### config.mk
export PLATFORM = sky130hd
export DESIGN_NAME = instr_encoder
export DESIGN_NICKNAME = d
export VERILOG_FILES = /design/src/rtl/instr_encoder.sv
export SDC_FILE = /design/constraint.sdc
export NUM_CORES = 1
export LEC_CHECK = 0
export ABC_AREA = 1
export BUFFER_PORTS_ARGS = -buffer_cell sky130_fd_sc_hd__buf_4
export CAP_MARGIN = 20
export CORE_MARGIN = 8
export CORE_UTILIZATION = 37
export DETAILED_ROUTE_END_ITERATION = 6
export REMOVE_ABC_BUFFERS = 1
export SLEW_MARGIN = 20
export SYNTH_ARGS = -nofsm -noshare
export SYNTH_HDL_FRONTEND = slang
export SYNTH_SLANG_ARGS = --single-unit
export TNS_END_PERCENT = 10
### constraint.sdc
create_clock -name Clk -period 5.34 [get_ports Clk]
set_input_delay 0.267 -clock Clk [delete_from_list [all_inputs] [get_ports Clk]]
set_output_delay 0.267 -clock Clk [all_outputs]
set_load 0.02 [all_outputs]
### src/rtl/instr_encoder.sv
// rtl/instr_encoder.sv - op encoder feeding a 4-deep write FIFO into instruction memory
module instr_encoder (
    input  logic        Clk,
    input  logic        Reset,
    input  logic        Start,
    input  logic [9:0]  BaseAddr,
    input  logic        InValid,
    output logic        InReady,
    input  logic [3:0]  Op,
    input  logic [2:0]  Rd,
    input  logic [2:0]  Rs,
    input  logic [4:0]  Imm,
    input  logic        Flag,
    input  logic [1:0]  PcSel,
    output logic        ProgWrEn,
    input  logic        WrReady,
    output logic [9:0]  ProgAddr,
    output logic [8:0]  ProgData,
    output logic [10:0] Count,
    output logic        Done,
    output logic        ErrIllegal,
    output logic        ErrOvf
);
    typedef enum logic [1:0] {S_IDLE, S_LOAD, S_DRAIN, S_DONE} state_t;

    localparam logic [8:0] HALT_WORD = 9'h1FF;

    state_t      state_q, state_d;
    logic [8:0]  mem_q [4];
    logic [8:0]  mem_d [4];
    logic [1:0]  rd_q, rd_d, wr_q, wr_d;
    logic [2:0]  occ_q, occ_d;
    logic [9:0]  ptr_q, ptr_d;
    logic [10:0] count_q, count_d;
    logic        ill_q, ill_d, ovf_q, ovf_d;

    logic [8:0]  enc_word;
    logic        enc_legal;
    logic [8:0]  head;
    logic        in_ready, wr_en, accept, push, pop;

    always_comb begin
        enc_word  = '0;
        enc_legal = 1'b1;
        case (Op)
            4'd0:  enc_word = {3'b000, Rd, Rs};
            4'd1:  enc_word = {3'b001, Rd, Rs};
            4'd2:  enc_word = {5'b01000, Rd, 1'b0};
            4'd3:  enc_word = {5'b01001, Rs, 1'b0};
            4'd4:  enc_word = {4'b0110, Rd, 2'b00};
            4'd5:  enc_word = {4'b0111, Rd, 2'b00};
            4'd6:  enc_word = {4'b1000, Flag, PcSel, 2'b00};
            4'd7:  enc_word = {4'b1001, PcSel, Flag, 2'b00};
            4'd8:  enc_word = {4'b1010, Rs, Flag, 1'b0};
            4'd9:  enc_word = {4'b1100, Rd, 2'b00};
            4'd10: begin
                enc_word  = {4'b1101, Rd, Rs[1:0]};
                enc_legal = Rs[2];
            end
            4'd11: enc_word = {4'b1110, Rd, Flag, 1'b0};
            // MOV #31 would collide with the HALT word
            4'd12: begin
                enc_word  = {4'b1111, Imm};
                enc_legal = (Imm != 5'd31);
            end
            4'd13: enc_word = HALT_WORD;
            default: enc_legal = 1'b0;
        endcase
    end

    always_comb begin
        head     = mem_q[rd_q];
        in_ready = (state_q == S_LOAD) && (occ_q != 3'd4);
        wr_en    = (occ_q != 3'd0) && ((state_q == S_LOAD) || (state_q == S_DRAIN));
        accept   = InValid && in_ready;
        push     = accept && enc_legal;
        pop      = wr_en && WrReady;
    end

    always_comb begin
        state_d = state_q;
        mem_d   = mem_q;
        rd_d    = rd_q;
        wr_d    = wr_q;
        occ_d   = occ_q + {2'b00, push} - {2'b00, pop};
        ptr_d   = ptr_q;
        count_d = count_q;
        ill_d   = ill_q;
        ovf_d   = ovf_q;

        if (push) begin
            mem_d[wr_q] = enc_word;
            wr_d        = wr_q + 2'd1;
        end
        if (accept && !enc_legal) ill_d = 1'b1;
        if (accept && (Op == 4'd13)) state_d = S_DRAIN;

        if (pop) begin
            rd_d    = rd_q + 2'd1;
            count_d = count_q + 11'd1;
            if (ptr_q != 10'h3FF) ptr_d = ptr_q + 10'd1;
            if (head == HALT_WORD) begin
                state_d = S_DONE;
            end else if (ptr_q == 10'h3FF) begin
                // last address consumed by a non-HALT word: abandon the session
                ovf_d   = 1'b1;
                rd_d    = '0;
                wr_d    = '0;
                occ_d   = '0;
                state_d = S_DONE;
            end
        end

        if (Start && ((state_q == S_IDLE) || (state_q == S_DONE))) begin
            state_d = S_LOAD;
            ptr_d   = BaseAddr;
            count_d = '0;
            ill_d   = 1'b0;
            ovf_d   = 1'b0;
            rd_d    = '0;
            wr_d    = '0;
            occ_d   = '0;
        end
    end

    always_ff @(posedge Clk) begin
        if (Reset) begin
            state_q <= S_IDLE;
            rd_q    <= '0;
            wr_q    <= '0;
            occ_q   <= '0;
            ptr_q   <= '0;
            count_q <= '0;
            ill_q   <= 1'b0;
            ovf_q   <= 1'b0;
        end else begin
            state_q <= state_d;
            rd_q    <= rd_d;
            wr_q    <= wr_d;
            occ_q   <= occ_d;
            ptr_q   <= ptr_d;
            count_q <= count_d;
            ill_q   <= ill_d;
            ovf_q   <= ovf_d;
        end
    end

    always_ff @(posedge Clk) begin
        mem_q <= mem_d;
    end

    assign InReady    = in_ready;
    assign ProgWrEn   = wr_en;
    assign ProgAddr   = ptr_q;
    assign ProgData   = wr_en ? head : 9'd0;
    assign Count      = count_q;
    assign Done       = (state_q == S_DONE);
    assign ErrIllegal = ill_q;
    assign ErrOvf     = ovf_q;
endmodule

==> flow_summary.toml <==
[status]
status = "complete, no violations"

[timing]
finalCritPeriodShare_pct = 53.4
finalSetupViolCount = 0
maxSlewViolCount = 0
rsz0062_at_grt = "false"
hold_viol_final = 0
max_freq_mhz = 351
finalSetupTns_ns = 0
skew_ns = 0.0101
tightest_slew_ns = 0.906
slew_headroom_pct = 39.4
min_period_ns = 2.85

[placed_design]
dpl.hpwl_um = 6880
dpl.cell_count = 653
io_buffers = 67
routabilityCongestion = 0.853
placed_cell_area_um2 = 4270

[setup_path]
start_kind = "flop"
cp_top_family = "adder cells"
cp_max_fo = 13
crit_top_cell = "inv_1"
critPathCaptureType = "flop"
critPathArrivalTime_ns = 3.12
critical_path.slowest_cell = "nor2_4"
crit_path_cell_trace = "inv_1 -> ha_1 -> inv_1 -> nand2_1 -> nor2_4 -> ha_1 -> inv_1 -> ha_1 -> inv_1 -> fa_1 -> xnor2_1 -> xor2_1 -> inv_1 -> nor2_1"
critPathMaxStageDelay_ns = 0.39
crit_required_ns = 5.60
cp.depth = 14
crit_type = "flop to flop"
path_buf_inv = 5
reg2reg_depth = 14

[routing]
drc_errors = 0
wl_um = 9130
drt_iter0_markers = 219
dr.pass1.iters = 5
wl_per_cell_um = 13.7
ant_nets = 0
vias = 3249
via_per_inst = 4.86

[die]
core_area_um2 = 9730
io_pins = 68
fp.dieH_um = 116
row_count = 36
dieWidth_um = 116
die-area_um2 = 13400
start_util_pct = 38.0

[layout]
final_area_um2 = 4470
layout-drive-gt1-share_pct = 17.7
nets = 575
synthToLayoutAreaGrowth_pct = 21.0
stdcell_count = 669
diodes = 0

[cts]
cts_buffers = 9
cts_setup_buffers = 0
cts_buffer_depth = 2
root_buffer = "clkbuf_8"
htree_levels = 3
clk_pin_slew_ns = 0.07
cts.sinks = 68
clk-insertion-delay-late_ns = 0.33
cts_resized = 0
holdBufCountCts = 0
cts_tree = "done"

[synthesis]
synth_area_leaders = "edfxtp_1 (29%), dfxtp_1 (17%), nand2_1 (11%)"
syn_inst = 464
syn_avg_cell_area_um2 = 7.96
ys_ff_latch = 68
yosysTopAreaCellShare_pct = 29.3
ys_warn_count = 0
yosysSeqAreaShare_pct = 46.6
netlist_area_um2 = 3690
synth_top_cell_by_area = "edfxtp_1"
synth.distinct_cells = 42

[pwr]
finalPower_mw = 1.14
vdd_ir_drop_max_mv = 0.121
p_leak_nw = 1.99
power_density_nw_per_um2 = 255

[global_routing]
grt_pass1_vias = 3088
grt_usage_pct = 13.9
grt_start_max_net_pins = 23
overflow = 0
grt_pass1_wl_um = 14900
antenna_found_initial = 0

[worst_hold_path]
min_path_type = "input port to flop"
hold_depth = 2

[job]
cap_violations = 0
## placed cells by master (no fill, tap or decap), types with 3 or more instances in the layout
master / count
nand2_1: 108
inv_1: 67
buf_4: 67
nor2_1: 60
nand3_1: 37
edfxtp_1: 36
dfxtp_1: 32
a21oi_1: 24
o21ai_0: 21
ha_1: 10
xor2_1: 9
clkbuf_8: 9
nand4_1: 7
o211ai_1: 7
nor2_2: 4
a211oi_1: 3
xnor2_1: 3
## final timing paths
path	start	end	slack, ns
max	state_q[1]$_SDFF_PP0_	occ_q[2]$_SDFF_PP0_	2.49
min	Reset	ProgAddr[0]$_SDFFE_PP0P_	0.17
max reg2reg	state_q[1]$_SDFF_PP0_	occ_q[2]$_SDFF_PP0_	2.49
min reg2reg	ErrOvf$_SDFFE_PP0P_	ErrOvf$_SDFFE_PP0P_	0.46
## sequential cells by signal, indices dropped and copies added (netlist names)
signal,count
mem_q,36
ProgAddr,10
rd_q,2
occ_q,3
wr_q,2
ErrIllegal,1
state_q,2
ErrOvf,1
Count,11
## routing by layer
layer	vias up	track usage (%)	part of all wire, %
li1	1649	-	-
met1	1509	17.9	46
met2	86	22.7	48
met3	5	2.61	4.9
met4	0	4.93	0.89
met5	-	0	0
## worst reg2reg max path, delay by kind of cell, from the launching register on
kind	cells	cell delay [ns]
buffers and inverters	5	0.26
adders and majority gates	4	1.10
and+or+nand+nor	3	0.74
xor gates and xnor gates	2	0.33
DFF	1	0.36
## layout make-up
class	count	area [um2]
clock buffers	13	181
inverters	69	264
well taps	133	166
clock inverters	3	16.3
multi-input cells	316	1620
flip-flops and latches	68	1720
repair buffers	67	503
fillers	981	5260
## cell usage after synthesis (all sizes together)
cell type and count:
nand4 8, nor2 66, inv 69, o211ai 7, o221ai 1, dfxtp 32, a31oi 1, edfxtp 36
a21boi 1, nor3 1, nor4 2, xor2 9, xnor2 3, or2 2, o21ai 22, a211oi 4
buf 11, o22ai 1, a21oi 24, nand3 37, mux2i 1, o2111ai 2, nand2 110, ha 10
fa 1, o2bb2ai 1, and2 1, o21bai 1
## stage by stage
step | worst slack (ns) | utilization (%) | hold slack, ns
floorplan | 2.83 | - | 0.336
global placement | 2.60 | 43.9 | 0.458
detailed placement | 2.48 | 43.9 | 0.460
CTS | 2.45 | 45.9 | 0.157
global route | 2.13 | 45.9 | 0.168
finish | 2.49 | 45.9 | 0.175
## kinds of logic after synthesis
group | count (synthesis) | share of synthesized area [%]
compound gates | 65 | 10.4
xor+xnor | 12 | 2.85
fa+ha+maj | 11 | 3.93
buf+inv | 80 | 9.59
flops | 68 | 46.6
mux | 1 | 0.271
simple gates | 227 | 26.4
## power breakdown
group          internal [mW]  switching (mW)  total [mW]
combinational         0.0572          0.0922       0.149
sequential             0.569          0.0121       0.581
clock                  0.224           0.186       0.410
total                  0.850           0.290        1.14
No activity file was read; power rests on OpenSTA's default activity.
